===== src/rtl/pipelined_adder.sv =====
// rtl/pipelined_adder.sv - pipelined add/subtract with carry-in, overflow and valid/ready handshake
module pipelined_adder #(
    parameter int WIDTH  = 32,
    parameter int STAGES = 4
) (
    input  logic             clk,
    input  logic             rst_n,
    input  logic             in_valid,
    output logic             in_ready,
    input  logic [WIDTH-1:0] x,
    input  logic [WIDTH-1:0] y,
    input  logic             cin,
    input  logic             sub,
    output logic             out_valid,
    input  logic             out_ready,
    output logic [WIDTH-1:0] sum,
    output logic             cout,
    output logic             ovf
);

    localparam int C = WIDTH / STAGES;

    if (WIDTH < 1 || STAGES < 1 || STAGES > WIDTH || (WIDTH % STAGES) != 0) begin : g_param_check
        $error("pipelined_adder: need WIDTH >= 1, 1 <= STAGES <= WIDTH, WIDTH divisible by STAGES");
    end

    logic             advance;
    logic [WIDTH-1:0] yb;
    logic             c0;

    // Subtraction is x + ~y + 1; cin flips the injected carry so it acts as borrow-in.
    assign yb       = sub ? ~y : y;
    assign c0       = cin ^ sub;

    // One global stall: the whole pipe moves only when the output slot is free or draining.
    assign advance  = !out_valid || out_ready;
    assign in_ready = advance;

    for (genvar k = 0; k < STAGES; k++) begin : g_stage
        localparam int LO = k * C;
        localparam int HI = (k + 1) * C;

        logic [C-1:0]  a;
        logic [C-1:0]  b;
        logic          ci;
        logic [C:0]    r;
        logic [HI-1:0] s_d;
        logic [HI-1:0] s_q;
        logic          c_q;
        logic          v_d;
        logic          v_q;

        // Stage 0 takes the live operands; later stages take the chunk the previous stage carried forward.
        if (k == 0) begin : g_first
            assign a   = x[C-1:0];
            assign b   = yb[C-1:0];
            assign ci  = c0;
            assign s_d = r[C-1:0];
            assign v_d = in_valid;
        end else begin : g_next
            assign a   = g_stage[k-1].g_ops.x_q[C-1:0];
            assign b   = g_stage[k-1].g_ops.y_q[C-1:0];
            assign ci  = g_stage[k-1].c_q;
            assign s_d = {r[C-1:0], g_stage[k-1].s_q};
            assign v_d = g_stage[k-1].v_q;
        end

        assign r = {1'b0, a} + {1'b0, b} + {{C{1'b0}}, ci};

        // Accumulated low sum bits, chunk carry and valid advance together with the beat.
        always_ff @(posedge clk or negedge rst_n) begin
            if (!rst_n) begin
                s_q <= '0;
                c_q <= 1'b0;
                v_q <= 1'b0;
            end else if (advance) begin
                s_q <= s_d;
                c_q <= r[C];
                v_q <= v_d;
            end
        end

        // Operand bits not yet summed ride along; the last stage has none left to carry.
        if (HI < WIDTH) begin : g_ops
            logic [WIDTH-HI-1:0] x_d;
            logic [WIDTH-HI-1:0] y_d;
            logic [WIDTH-HI-1:0] x_q;
            logic [WIDTH-HI-1:0] y_q;

            if (k == 0) begin : g_src_in
                assign x_d = x[WIDTH-1:HI];
                assign y_d = yb[WIDTH-1:HI];
            end else begin : g_src_prev
                assign x_d = g_stage[k-1].g_ops.x_q[WIDTH-LO-1:C];
                assign y_d = g_stage[k-1].g_ops.y_q[WIDTH-LO-1:C];
            end

            // Upper operand slices shift with the beat so data stays aligned with its carry.
            always_ff @(posedge clk or negedge rst_n) begin
                if (!rst_n) begin
                    x_q <= '0;
                    y_q <= '0;
                end else if (advance) begin
                    x_q <= x_d;
                    y_q <= y_d;
                end
            end
        end

        if (k == STAGES - 1) begin : g_last
            logic ovf_q;

            // Carry into the MSB is a^b^sum at that bit; overflow is it XOR the final carry out.
            always_ff @(posedge clk or negedge rst_n) begin
                if (!rst_n) begin
                    ovf_q <= 1'b0;
                end else if (advance) begin
                    ovf_q <= a[C-1] ^ b[C-1] ^ r[C-1] ^ r[C];
                end
            end
        end
    end

    assign sum       = g_stage[STAGES-1].s_q;
    assign cout      = g_stage[STAGES-1].c_q;
    assign ovf       = g_stage[STAGES-1].g_last.ovf_q;
    assign out_valid = g_stage[STAGES-1].v_q;

endmodule


===== config.mk =====
export PLATFORM = sky130hd
export DESIGN_NAME = pipelined_adder
export DESIGN_NICKNAME = d
export VERILOG_FILES = /design/src/rtl/pipelined_adder.sv
export SDC_FILE = /design/constraint.sdc
export NUM_CORES = 1
export LEC_CHECK = 0
export BUFFER_PORTS_ARGS = -buffer_cell sky130_fd_sc_hd__buf_2
export CORE_MARGIN = 2
export CORE_UTILIZATION = 45
export CTS_CLUSTER_DIAMETER = 30
export CTS_CLUSTER_SIZE = 25
export DETAILED_ROUTE_END_ITERATION = 6
export GPL_TIMING_DRIVEN = 0
export SYNTH_ARGS = -nofsm -noshare
export SYNTH_HDL_FRONTEND = slang
export SYNTH_SLANG_ARGS = --single-unit

===== constraint.sdc =====
create_clock -name clk -period 2.92 [get_ports clk]
set_clock_uncertainty 0.1 [all_clocks]
set_input_delay 0.146 -clock clk [delete_from_list [all_inputs] [get_ports clk]]
set_output_delay 0.146 -clock clk [all_outputs]
set_load 0.01 [all_outputs]

==> flow_metrics.env <==
export IMPL_status="finished clean"
export IMPL_post_cts_buffers=0
export IMPL_grt_ovfl_total=0
export IMPL_synth_top_cell_by_area="dfrtp_1"
export IMPL_critPathLaunchType="flip-flop"
export IMPL_whs_path_depth=4
export IMPL_routed_wirelength_um=19770
export IMPL_fill_cells=1751
export IMPL_placed_cells=1268
export IMPL_ant_nets=0
export IMPL_maxCapViolCount=0
export IMPL_setup_violations=0
export IMPL_worstPathMaxFanout=3
export IMPL_grt_pass1_vias=6563
export IMPL_drtIter0Drc=347
export IMPL_antennaDiodeCount=0
export IMPL_avgRoutedWirePerCell_um=14.61
export IMPL_reg2regPathDepth=7
export IMPL_layout_drive_gt1_share=0.1582
export IMPL_coreArea_um2=18520
export IMPL_reg2reg_slack_ns=0.43
export IMPL_cts_max_level=4
export IMPL_hold_end="g_stage[0].s_q[0]$_DFFE_PN0P_"
export IMPL_hold_viol=0
export IMPL_ctsResizeCount=0
export IMPL_synth_ff_type="dfrtp_1"
export IMPL_p_leak_nw=5.354
export IMPL_slew_viol_final=0
export IMPL_r2r_start="g_stage[2].c_q$_DFFE_PN0P_"
export IMPL_ys_async_sr_fraction=1.000
export IMPL_period_share=0.8516
export IMPL_dr_pass1_iters=5
export IMPL_cp_required_ns=3.11
export IMPL_postCtsHoldBufs=53
export IMPL_fin_tns_setup_ns=0
export IMPL_finalPower_mw=10.86
export IMPL_die_h_um=140.8
export IMPL_initial_core_util=0.4551
export IMPL_hold_class="in -> reg"
export IMPL_gp_congestion=0.8613
export IMPL_crit_type="reg -> reg"
export IMPL_portBuffers=104
export IMPL_synth_area_per_cell_um2=9.071
export IMPL_rr_endpoint="ovf$_DFFE_PN0P_"
export IMPL_nets=1212
export IMPL_slew_headroom=0.5309
export IMPL_ioPinCount=106
export IMPL_vias=6587
export IMPL_vias_per_cell=4.868
export IMPL_cts_buffers=17
export IMPL_track_usage=0.2126
export IMPL_min_from="x[0]"
export IMPL_dpl_cell_area_um2=9278
export IMPL_synth_edff_count=0
export IMPL_final_cell_mix="442 x nand2_1, 185 x dfrtp_1, 139 x buf_2"
export IMPL_die_w_um=140.8
export IMPL_worstMarginPinSlew_ns=0.7037
export IMPL_clock_sinks=185
export IMPL_path_clk_slew_ns=0.07
export IMPL_drcViolationCount=0
export IMPL_grt_pass1_wl_um=32710
export IMPL_period_needed_ns=2.487
export IMPL_area_growth_pct=23.44
export IMPL_die_area_um2=19840
export IMPL_synthTopCellsByArea="dfrtp_1 55%, nand2_1 20%, ha_1 4.2%, xnor2_1 3.7%, o21ai_0 2.7%"
export IMPL_ys_warn_count=0
export IMPL_yosysSeqAreaShare=0.5494
export IMPL_power_density_nw_per_um2=1044
export IMPL_synth_top_area_share=0.5494
export IMPL_cts_root_buffer="clkbuf_16"
export IMPL_clk_latency_ns=0.43
export IMPL_row_count=50
export IMPL_ys_types=38
export IMPL_clock_path_buffers=2
export IMPL_endpoint_kind="flip-flop"
export IMPL_max_freq_mhz=402.1
export IMPL_syn_area_um2=8427
export IMPL_cts_tree="built"
export IMPL_postLayoutCellArea_um2=10400
export IMPL_ys_seq_elements=185
export IMPL_synth_nets=1035
export IMPL_grt_max_degree=97
export IMPL_final_common_cell="nand2_1"
export IMPL_vdd_drop_max_uv=515.3
export IMPL_dp_hpwl_um=13800
export IMPL_rsz0062_at_grt="false"
export IMPL_antenna_found_initial=0
export IMPL_syn_inst=929
export IMPL_worstPathArrival_ns=2.67
export IMPL_instances_no_fill=1353
layer usage:
metal	wire length, µm	vias to the layer above	global-route usage
met5	0	-	0
met4	348	0	0.06211
met3	666	23	0.04620
met2	9567	105	0.3566
met1	9183	3146	0.2796
li1	-	3313	-
power by group:
part,switching [mW],internal [mW],total (mW)
registers,0.679,3.72,4.39
clock network,0.997,1.36,2.36
logic,2.41,1.70,4.11
layout make-up:
type                       count  area [µm²]  share of cell area
multi-input combinational    683        3520              0.3383
clock inverter                14       155.1             0.01491
clock buffer                  18       439.2             0.04222
inverter                      11       41.29            0.003969
tap                          234       292.8             0.02815
buffer                        50       236.5             0.02273
timing repair buffer         158        1089              0.1046
sequential                   185        4629              0.4450
synth_stat cells (2+ instances only):
library cell / number
nor3b_1: 2
nand4_1: 3
nand3b_1: 2
buf_2: 36
a31oi_1: 2
nand2_1: 442
clkbuf_1: 13
or3_1: 2
xnor2_1: 36
a21o_1: 11
nor2b_1: 2
nor2_1: 19
dfrtp_1: 185
nand4b_1: 2
a41o_1: 2
o211ai_1: 9
a21oi_1: 30
xor2_1: 17
inv_1: 10
a211oi_2: 2
o21ai_0: 45
ha_1: 28
a211oi_1: 4
o21bai_1: 3
nor4b_1: 2
fa_1: 8
through the flow:
stage / util / worst slack, ns / hold WS, ns
2_1_floorplan: - / 0.5794 / -0.2496
3_3_place_gp: 0.4990 / -1.471 / 0.2417
3_5_place_dp: 0.5010 / 0.2312 / 0.09832
4_1_cts: 0.5618 / 0.4011 / 0.02601
5_1_grt: 0.5618 / 0.3137 / 0.07405
6_report: 0.5618 / 0.4333 / 0.04134
how the worst max path moves through the flow:
stage                               startpoint  cells past startpoint                                    to
floorplan                                  sub                     11         g_stage[0].s_q[6]$_DFFE_PN0P_
global placement                         rst_n                      1  g_stage[0].g_ops.y_q[10]$_DFFE_PN0P_
detailed placement                         sub                     11            g_stage[0].c_q$_DFFE_PN0P_
CTS                      out_valid$_DFFE_PN0P_                      6                              in_ready
global route        g_stage[2].c_q$_DFFE_PN0P_                      7                       ovf$_DFFE_PN0P_
finish              g_stage[2].c_q$_DFFE_PN0P_                      7                       ovf$_DFFE_PN0P_
sequential cells by signal, indices dropped and copies added (netlist names):
signal             flops
out_valid              1
ovf                    1
g_stage.v_q            3
g_stage.s_q           48
g_stage.g_ops.y_q     48
sum                   32
cout                   1
g_stage.g_ops.x_q     48
g_stage.c_q            3
critical path, stage by stage, from the launching register on:
cell	delay [ns]
dfrtp_1	0.41
fa_1	0.50
fa_1	0.46
a211oi_2	0.26
nor4b_1	0.10
a211oi_2	0.27
xnor2_1	0.15
a21oi_1	0.08
cell families after synthesis:
group / share of synthesized area
buffers and inverters: 0.03296
AO/OA/AOI/OAI: 0.08033
AND/OR/NAND/NOR: 0.2217
XOR/XNOR: 0.05508
adder cells (fa/ha/maj): 0.06058
flip-flops: 0.5494
No activity file was read; power rests on OpenSTA's default activity.
